File: config.mk
export PLATFORM = sky130hd
export DESIGN_NAME = instr_fetch_unit
export DESIGN_NICKNAME = d
export VERILOG_FILES = /design/src/rtl/instr_fetch_unit_pkg.sv /design/src/rtl/instr_fetch_unit_queue.sv /design/src/rtl/instr_fetch_unit.sv
export SDC_FILE = /design/constraint.sdc
export NUM_CORES = 1
export LEC_CHECK = 0
export BUFFER_PORTS_ARGS = -buffer_cell sky130_fd_sc_hd__buf_2
export CORE_ASPECT_RATIO = 0.8
export CORE_MARGIN = 2
export CORE_UTILIZATION = 35
export DETAILED_ROUTE_END_ITERATION = 16
export SLEW_MARGIN = 5
export SYNTH_ARGS = -nofsm -noshare
export SYNTH_HDL_FRONTEND = slang
export SYNTH_SLANG_ARGS = --single-unit
File: constraint.sdc
create_clock -name clock -period 6.3 [get_ports clock]
set_clock_uncertainty 0.2 [all_clocks]
set_input_delay 0.315 -clock clock [delete_from_list [all_inputs] [get_ports clock]]
set_output_delay 0.315 -clock clock [all_outputs]
set_load 0.005 [all_outputs]
File: src/rtl/instr_fetch_unit_pkg.sv
// Purpose : shared constants, fetch-entry type and PC helpers for the fetch path.
// Latency : n/a (types and pure functions only).
// Backpr. : n/a.
package instr_fetch_unit_pkg;

  localparam int ADDR_W      = 16;
  localparam int INSTR_W     = 16;
  localparam int MEM_BYTES   = 256;
  localparam int QUEUE_DEPTH = 2;

  localparam logic [ADDR_W-1:0] RESET_PC = 16'h0000;
  localparam logic [ADDR_W-1:0] PC_STEP  = 16'd2;

  // One bit wider than the address so the memory size itself is representable.
  localparam logic [ADDR_W:0] MEM_LIMIT = (ADDR_W+1)'(MEM_BYTES);

  // Entry handed from fetch to decode.
  typedef struct packed {
    logic [ADDR_W-1:0]  pc;
    logic [INSTR_W-1:0] instr;
  } fetch_entry_t;

  // Sequential PC, wrapping at the end of instruction memory.
  function automatic logic [ADDR_W-1:0] pc_advance(input logic [ADDR_W-1:0] pc);
    logic [ADDR_W:0] sum;
    sum = {1'b0, pc} + {1'b0, PC_STEP};
    if (sum >= MEM_LIMIT) sum = sum - MEM_LIMIT;
    return sum[ADDR_W-1:0];
  endfunction

  // A redirect target is unusable if it is odd or outside instruction memory.
  function automatic logic target_bad(input logic [ADDR_W-1:0] target);
    return target[0] || ({1'b0, target} >= MEM_LIMIT);
  endfunction

endpackage

File: src/rtl/instr_fetch_unit_queue.sv
// Purpose : 2-entry synchronous FIFO between fetch and decode (module fetch_queue).
// Latency : push visible at dout on the next edge; simultaneous push+pop legal at any occupancy.
// Backpr. : caller must not push when full without popping; flush empties it in one edge.
// Ports   : clock, reset (async high), push, pop, flush, din -> dout (head entry), count (0..2).
module fetch_queue
  import instr_fetch_unit_pkg::*;
(
  input  logic         clock,
  input  logic         reset,
  input  logic         push,
  input  logic         pop,
  input  logic         flush,
  input  fetch_entry_t din,
  output fetch_entry_t dout,
  output logic [1:0]   count
);

  fetch_entry_t entries [2];
  logic         head;
  logic         tail;
  logic         do_pop;
  logic         advance_head;

  assign do_pop = pop && (count != 2'd0);

  // head + count modulo 2; count==2 aliases back onto head, which is only
  // written when that same slot is being popped.
  assign tail = head ^ count[0];

  // Draining the last entry leaves head in place so dout keeps showing the
  // last delivered instruction while the queue is empty.
  assign advance_head = do_pop && !(count == 2'd1 && !push);

  always_ff @(posedge clock or posedge reset) begin
    if (reset) begin
      entries <= '{default: '0};
      head    <= 1'b0;
      count   <= 2'd0;
    end else if (flush) begin
      count <= 2'd0;
    end else begin
      if (push) entries[tail] <= din;
      if (advance_head) head <= ~head;
      count <= count + {1'b0, push} - {1'b0, do_pop};
    end
  end

  assign dout = entries[head];

endmodule

File: src/rtl/instr_fetch_unit.sv
// Purpose : instruction fetch requester; owns the PC, reads imem, queues {pc,instr} for decode.
// Latency : fetch in cycle N, dec_valid on edge N (1 cycle); redirect target at decode 2 edges after redirect.
// Backpr. : fetch stalls when the 2-entry queue is full and not draining; halt/fault stop fetch, queue drains.
// Ports   : clock, reset (async high); imem_en/imem_addr/imem_data (memory, data combinational);
//           redirect_valid/redirect_pc; halt; dec_valid/dec_ready/dec_instr/dec_pc; fetch_fault (sticky).
module instr_fetch_unit
  import instr_fetch_unit_pkg::*;
(
  input  logic               clock,
  input  logic               reset,
  output logic               imem_en,
  output logic [ADDR_W-1:0]  imem_addr,
  input  logic [INSTR_W-1:0] imem_data,
  input  logic               redirect_valid,
  input  logic [ADDR_W-1:0]  redirect_pc,
  input  logic               halt,
  output logic               dec_valid,
  input  logic               dec_ready,
  output logic [INSTR_W-1:0] dec_instr,
  output logic [ADDR_W-1:0]  dec_pc,
  output logic               fetch_fault
);

  logic [ADDR_W-1:0] pc;
  logic              fault_q;
  logic [1:0]        count;
  logic              handshake;
  logic              fetch;
  logic              redirect_take;
  fetch_entry_t      head;
  fetch_entry_t      new_entry;

  assign dec_valid = (count != 2'd0);
  assign handshake = dec_valid && dec_ready;

  // A slot is free if the queue is not full or its head leaves this cycle.
  assign fetch = !halt && !fault_q && !redirect_valid &&
                 ((count < 2'd2) || handshake);

  // Combinational fetch would otherwise be high while reset is held.
  assign imem_en   = fetch && !reset;
  assign imem_addr = pc;

  // Once faulted, further redirects are ignored until reset.
  assign redirect_take = redirect_valid && !fault_q;

  assign new_entry.pc    = pc;
  assign new_entry.instr = imem_data;

  always_ff @(posedge clock or posedge reset) begin
    if (reset) begin
      pc      <= RESET_PC;
      fault_q <= 1'b0;
    end else if (redirect_take) begin
      // A bad target faults and leaves the PC where it was.
      if (target_bad(redirect_pc)) fault_q <= 1'b1;
      else                         pc      <= redirect_pc;
    end else if (fetch) begin
      pc <= pc_advance(pc);
    end
  end

  fetch_queue u_queue (
    .clock (clock),
    .reset (reset),
    .push  (fetch),
    .pop   (handshake),
    .flush (redirect_take),
    .din   (new_entry),
    .dout  (head),
    .count (count)
  );

  assign dec_instr   = head.instr;
  assign dec_pc      = head.pc;
  assign fetch_fault = fault_q;

endmodule

* After elaboration in Yosys (flattened, before gate mapping)
Index checks and enable logic that the tools add are counted.
** Cells by class
- Add/subtract/negate cells :: 4
- Multipliers :: 0
- Divide/modulo/power cells :: 0
- Order comparisons :: 6
- Equality and inequality tests :: 2
- Shift-type cells :: 0
- Muxes and demuxes :: 11
- Bitwise gates (word level) :: 5
- Reductions and logical operators :: 24
** Operator list (number)
- $mux W32 :: 4
- $bwmux W64 :: 1
- $mux W16 :: 4
- $demux W32 S1 :: 1
- $add A16 B2 Y17 const B :: 1
- $ge A17 B9 Y1 const B :: 1
- $ge A16 B9 Y1 const B :: 1
- $sub A16 B9 Y16 const B :: 1
- $logic_and A1 B1 Y1 :: 10
- $reduce_and A2 Y1 :: 4
- $logic_not A1 Y1 :: 6
- $ge A2 B2 Y1 const B :: 2
- $not A1 Y2 :: 2
- $reduce_bool A2 Y1 :: 2
- $add A2 B1 Y2 :: 1
- $eq A2 B1 Y1 const B :: 1
- $logic_or A1 B1 Y1 :: 2
- $lt A2 B1 Y1 const B :: 1
- $lt A2 B2 Y1 const B :: 1
- $mux W2 :: 1
- $ne A2 B2 Y1 const B :: 1
- $not A1 Y1 :: 2
- $sub A2 B1 Y2 :: 1
- $xor A1 B1 Y1 :: 1
** Storage, ports and cells
- Register bits after elaboration :: 84
- Latch bits :: 0
- Memory bits (writable) :: 0
- Memory bits (read-only) :: 0
- Bits of input ports :: 37
- Logic and storage cells :: 60
- Memories :: 0

* Longest topological paths before layout
- Word-level depth :: 9
- Depth in mapped cells :: 11
- Gate-level depth less buffers :: 10

* By module
A second synthesis with hierarchy kept.
** Second synthesis, totals
- Cell total of the unflattened synthesis :: 373
- Area, all modules :: 4481.8 sq um
** By module, submodules not included
- fetch_queue :: instances 1, cells each 189, area an instance 2999.1 sq um, sequential area each 1676.6 sq um
- instr_fetch_unit :: instances 1, cells each 184, area an instance 1482.7 sq um, sequential area each 425.4 sq um

* Worst setup path after synthesis
No wires, ideal clock.
- Kind :: register to register
- Start point :: reg pc[2] (netlist: imem_addr[2])
- End point :: reg pc[15] (netlist: imem_addr[15])
- Library setup time :: 0.077 ns
- Arrival :: 2.389 ns
- Data required time :: 6.023 ns
- Slack :: 3.634 ns
- Cell stages (with the launch flop) :: 11
- Path buffers :: 0
- Clock period less this slack :: 2.666 ns
- Path through :: dfrtp_1 -> ha_1 -> nand3_2 -> nor2_1 -> xnor2_1 -> ha_1 -> nor4b_1 -> o221ai_1 -> a2111oi_0 -> mux2i_1 -> o21ai_1
** Between the ends
- Word-level cells in the longest chain between the ends :: 5
** Ends and longest elaborated chain
- from (decl) :: line instr_fetch_unit.sv:24 : logic [ADDR_W-1:0] pc;
- from (signal assigned) :: line instr_fetch_unit.sv:57 : else pc <= redirect_pc;
- from (signal assigned) :: line instr_fetch_unit.sv:59 : pc <= pc_advance(pc);
- $add A16 B2 Y17 (*) :: line instr_fetch_unit_pkg.sv:26 : sum = {1'b0, pc} + {1'b0, PC_STEP};
- $sub A16 B9 Y16 or $ge A17 B9 Y1 (tied branches) :: line instr_fetch_unit_pkg.sv:27 : if (sum >= MEM_LIMIT) sum = sum - MEM_LIMIT;
- $mux W16 (*) :: line instr_fetch_unit_pkg.sv:27
- $mux W16 (*) :: line instr_fetch_unit.sv:58 : end else if (fetch) begin
- $mux W16 (*) :: line instr_fetch_unit.sv:54 : end else if (redirect_take) begin
Every way passes the cells marked *; elsewhere a longest branch is shown, timed or not. The select of a mux whose other input is x is not followed.
A chain may end at the register's enable or synchronous reset.

* Worst setup path in the final report
Same ends and word-level chain as after synthesis.

==> impl_metrics.ini <==
[clock_network]
htree_levels = 3
cts_made_buffers = 9
clkSinkCount = 84
clk_pin_slew_ns = 0.07
cts_tree = built
post_cts_resized = 0
cts_root_buf = clkbuf_16
clock_path_buffers = 2
clk_latency_ns = 0.34

[setup_path]
cp.buffers_inverters = 0
crit_top_cell = ha_1
crit_chain = ha_1, nand3_2, nor2_1, xnor2_1, ha_1, nor4b_1, o221ai_1, a2111oi_0, mux2i_1, o21ai_1
cp.required_ns = 6.37
max_stage_delay_ns = 0.51
cp_slowest_cell = dfrtp_1
critPathKind = reg2reg
arrival_ns = 3.25
worst_setup_path_start_kind = flip-flop
end_kind = flip-flop
crit_family = compound AO/OA/AOI/OAI gates
path_max_fanout = 10

[power_and_ir_drop]
swShare_pct = 28.5
power_density_mw_per_mm2 = 280
p_seq_share_pct = 43.7
ir_drop_uv = 161
p_comb_share_pct = 21.4
p_clk_share_pct = 34.9
switchingPower_uw = 412
p_leak_nw = 2.62
p_int_mw = 1.03

[grt]
grt_use_met3_pct = 4.34
grt_max_degree = 85
grt_pass1_wl_um = 16400
grt-ovfl-total = 0
track_usage_pct = 15.5
use_met1_pct = 20.3
grt-busiest-layer = met2
grt_antenna_before_repair = 0
grt_pass1_vias = 3138
grt_use_met2_pct = 25.2

[cells_and_area]
layout-drive-gt1-share_pct = 45.2
multi_input_area_mm2 = 0.00207
diodes = 0
fin_cells = 594
n_fill_cell = 1178
syn_to_final_growth_pct = 18.3
nets = 479
regArea_mm2 = 0.00210
fin_util_pct = 42.4

[logic_synthesis]
ys_seq_area_share_pct = 48.3
synth_cell_types = 59
avgSynthCellArea_um2 = 12.0
syn_inst = 363
netlist_area_mm2 = 0.00436
syn_nets = 405
synth_seq_cells = 84
yosys_warnings = 0
async_flop_share_pct = 100
synth_flop_cell = dfrtp_1
synth_edf_count = 0

[timing]
worst_pin_slew_ns = 1.08
setup_viol = 0
rsz0062_at_grt = no
max_freq_ghz = 0.314
hold_viol = 0
fin_crit_ns = 3.18
final_max_slew_viol_count = 0
setup_ws_ns = 3.12
relSlewSlack_pct = 28.0
fin_tns_setup_ns = 0
fin_crit_sh_pct = 50.5

[detailed_routing]
first_pass_iters = 4
ant_nets = 0
routed-via-count = 3142
drc = 0
finalWirelength_um = 10100
routed_via_density = 5.29
drt_iter0_drc = 230
wl_per_cell_um = 17.0

[placement]
dp_hpwl_um = 6880
dp_slack_ns = 3.16
place.port_buffers = 87
place.gp.congestion = 0.873
dp_cells = 577

[hold_path]
hold_path.class = in2reg

[floorplan]
rows = 36
die_y_um = 104
ios = 88
dieArea_mm2 = 0.0134
core_area_mm2 = 0.0122
chipWidth_um = 129
initial_core_util_pct = 35.8

[status]
outcome = completed

[job]
max_cap_violations = 0
## power groups by stage
stage | clock network (mW) | logic [mW] | registers [mW]
final | 0.503 | 0.309 | 0.631
after floorplan | 0 | 0.236 | 0.615
after CTS | 0.520 | 0.316 | 0.631
after detailed placement | 0 | 0.313 | 0.640
after global routing | 0.539 | 0.345 | 0.638
after global placement | 0 | 0.310 | 0.637
## final timing paths
check,startpoint,end,slack (ns),depth (start not counted)
hold reg to reg,u_queue.entries[49],u_queue.entries[49],0.28,2
max in group asynchronous,reset,u_queue.entries[0],5.08,3
setup / recovery,imem_addr[2],imem_addr[15],3.12,10
min in group asynchronous,reset,imem_addr[10],0.11,3
setup reg to reg,imem_addr[2],imem_addr[15],3.12,10
hold / removal,imem_data[13],u_queue.entries[45],0.008,2
## repair_timing
item / in CTS / in global routing
endpoints found under the hold margin: 1 / 0
setup buffers: 0 / 0
endpoints found under the setup margin: 0 / 0
hold buffers: 1 / 0
## Yosys cell counts, types with 7 or more instances
cell type,instances,share of area (%)
dfrtp_1,84,48
mux2_2,78,20
nand2_1,16,1.4
nor2_1,15,1.3
mux2_1,14,3.6
xnor2_1,12,2.4
buf_2,11,1.3
o21ai_0,10,1.1
clkbuf_1,8,0.69
inv_1,8,0.69
nand3_1,7,0.80
## metrics by stage
| step | hold slack [ns] | cell area [um2] | total power [mW] |
|---|---|---|---|
| after floorplan | 0.232 | 4360 | 0.851 |
| after global placement | 0.259 | 4850 | 0.947 |
| final | 0.00836 | 5150 | 1.44 |
| after CTS | 0.00118 | 5150 | 1.47 |
| after global routing | 0.00702 | 5150 | 1.52 |
| after detailed placement | 0.270 | 4850 | 0.954 |
## logic make-up (layout without fill, tap and decap cells)
kind of cell	after synthesis	after routing	synth area share, %
simple gates	79	79	10.6
compound gates	46	46	7.53
fa+ha+maj	5	5	1.44
xor+xnor	17	17	3.42
buf+inv	37	116	4.28
mux	95	95	24.5
flops	84	84	48.3
## sequential cells by signal, summed over array words and instances (netlist names)
name	count
fetch_fault	1
imem_addr	16
u_queue.entries	64
u_queue.count	2
u_queue.head	1
## layout by cell type (no fill, tap or decap), types with 3 or more instances in the layout
cell type	count
a21oi_1	6
a31oi_1	3
and2_1	5
and4_1	3
buf_2	87
buf_4	3
clkbuf_16	9
clkinv_2	3
clkinv_4	3
dfrtp_1	84
ha_1	5
inv_1	7
mux2_1	14
mux2_2	78
mux2i_1	3
nand2_1	16
nand3_1	7
nand4_1	6
nor2_1	15
nor3_1	3
o211ai_1	3
o21ai_0	10
o21ai_1	3
o22ai_1	4
xnor2_1	12
xor2_1	5
## final cells by class
type / instances / area share [%]
timing repair buffer: 91 / 9.08
tap: 152 / 3.69
clock buffer: 11 / 4.90
inverter: 9 / 0.680
multi-input combinational: 242 / 40.2
clock inverter: 5 / 0.704
sequential: 84 / 40.8
## metal layers
metal  share of wire, %  wire (um)
met1                 46       4590
met2                 48       4800
met3                5.7        574
met4                1.1        107
met5                  0          0
(Power assumes the default switching activity.)
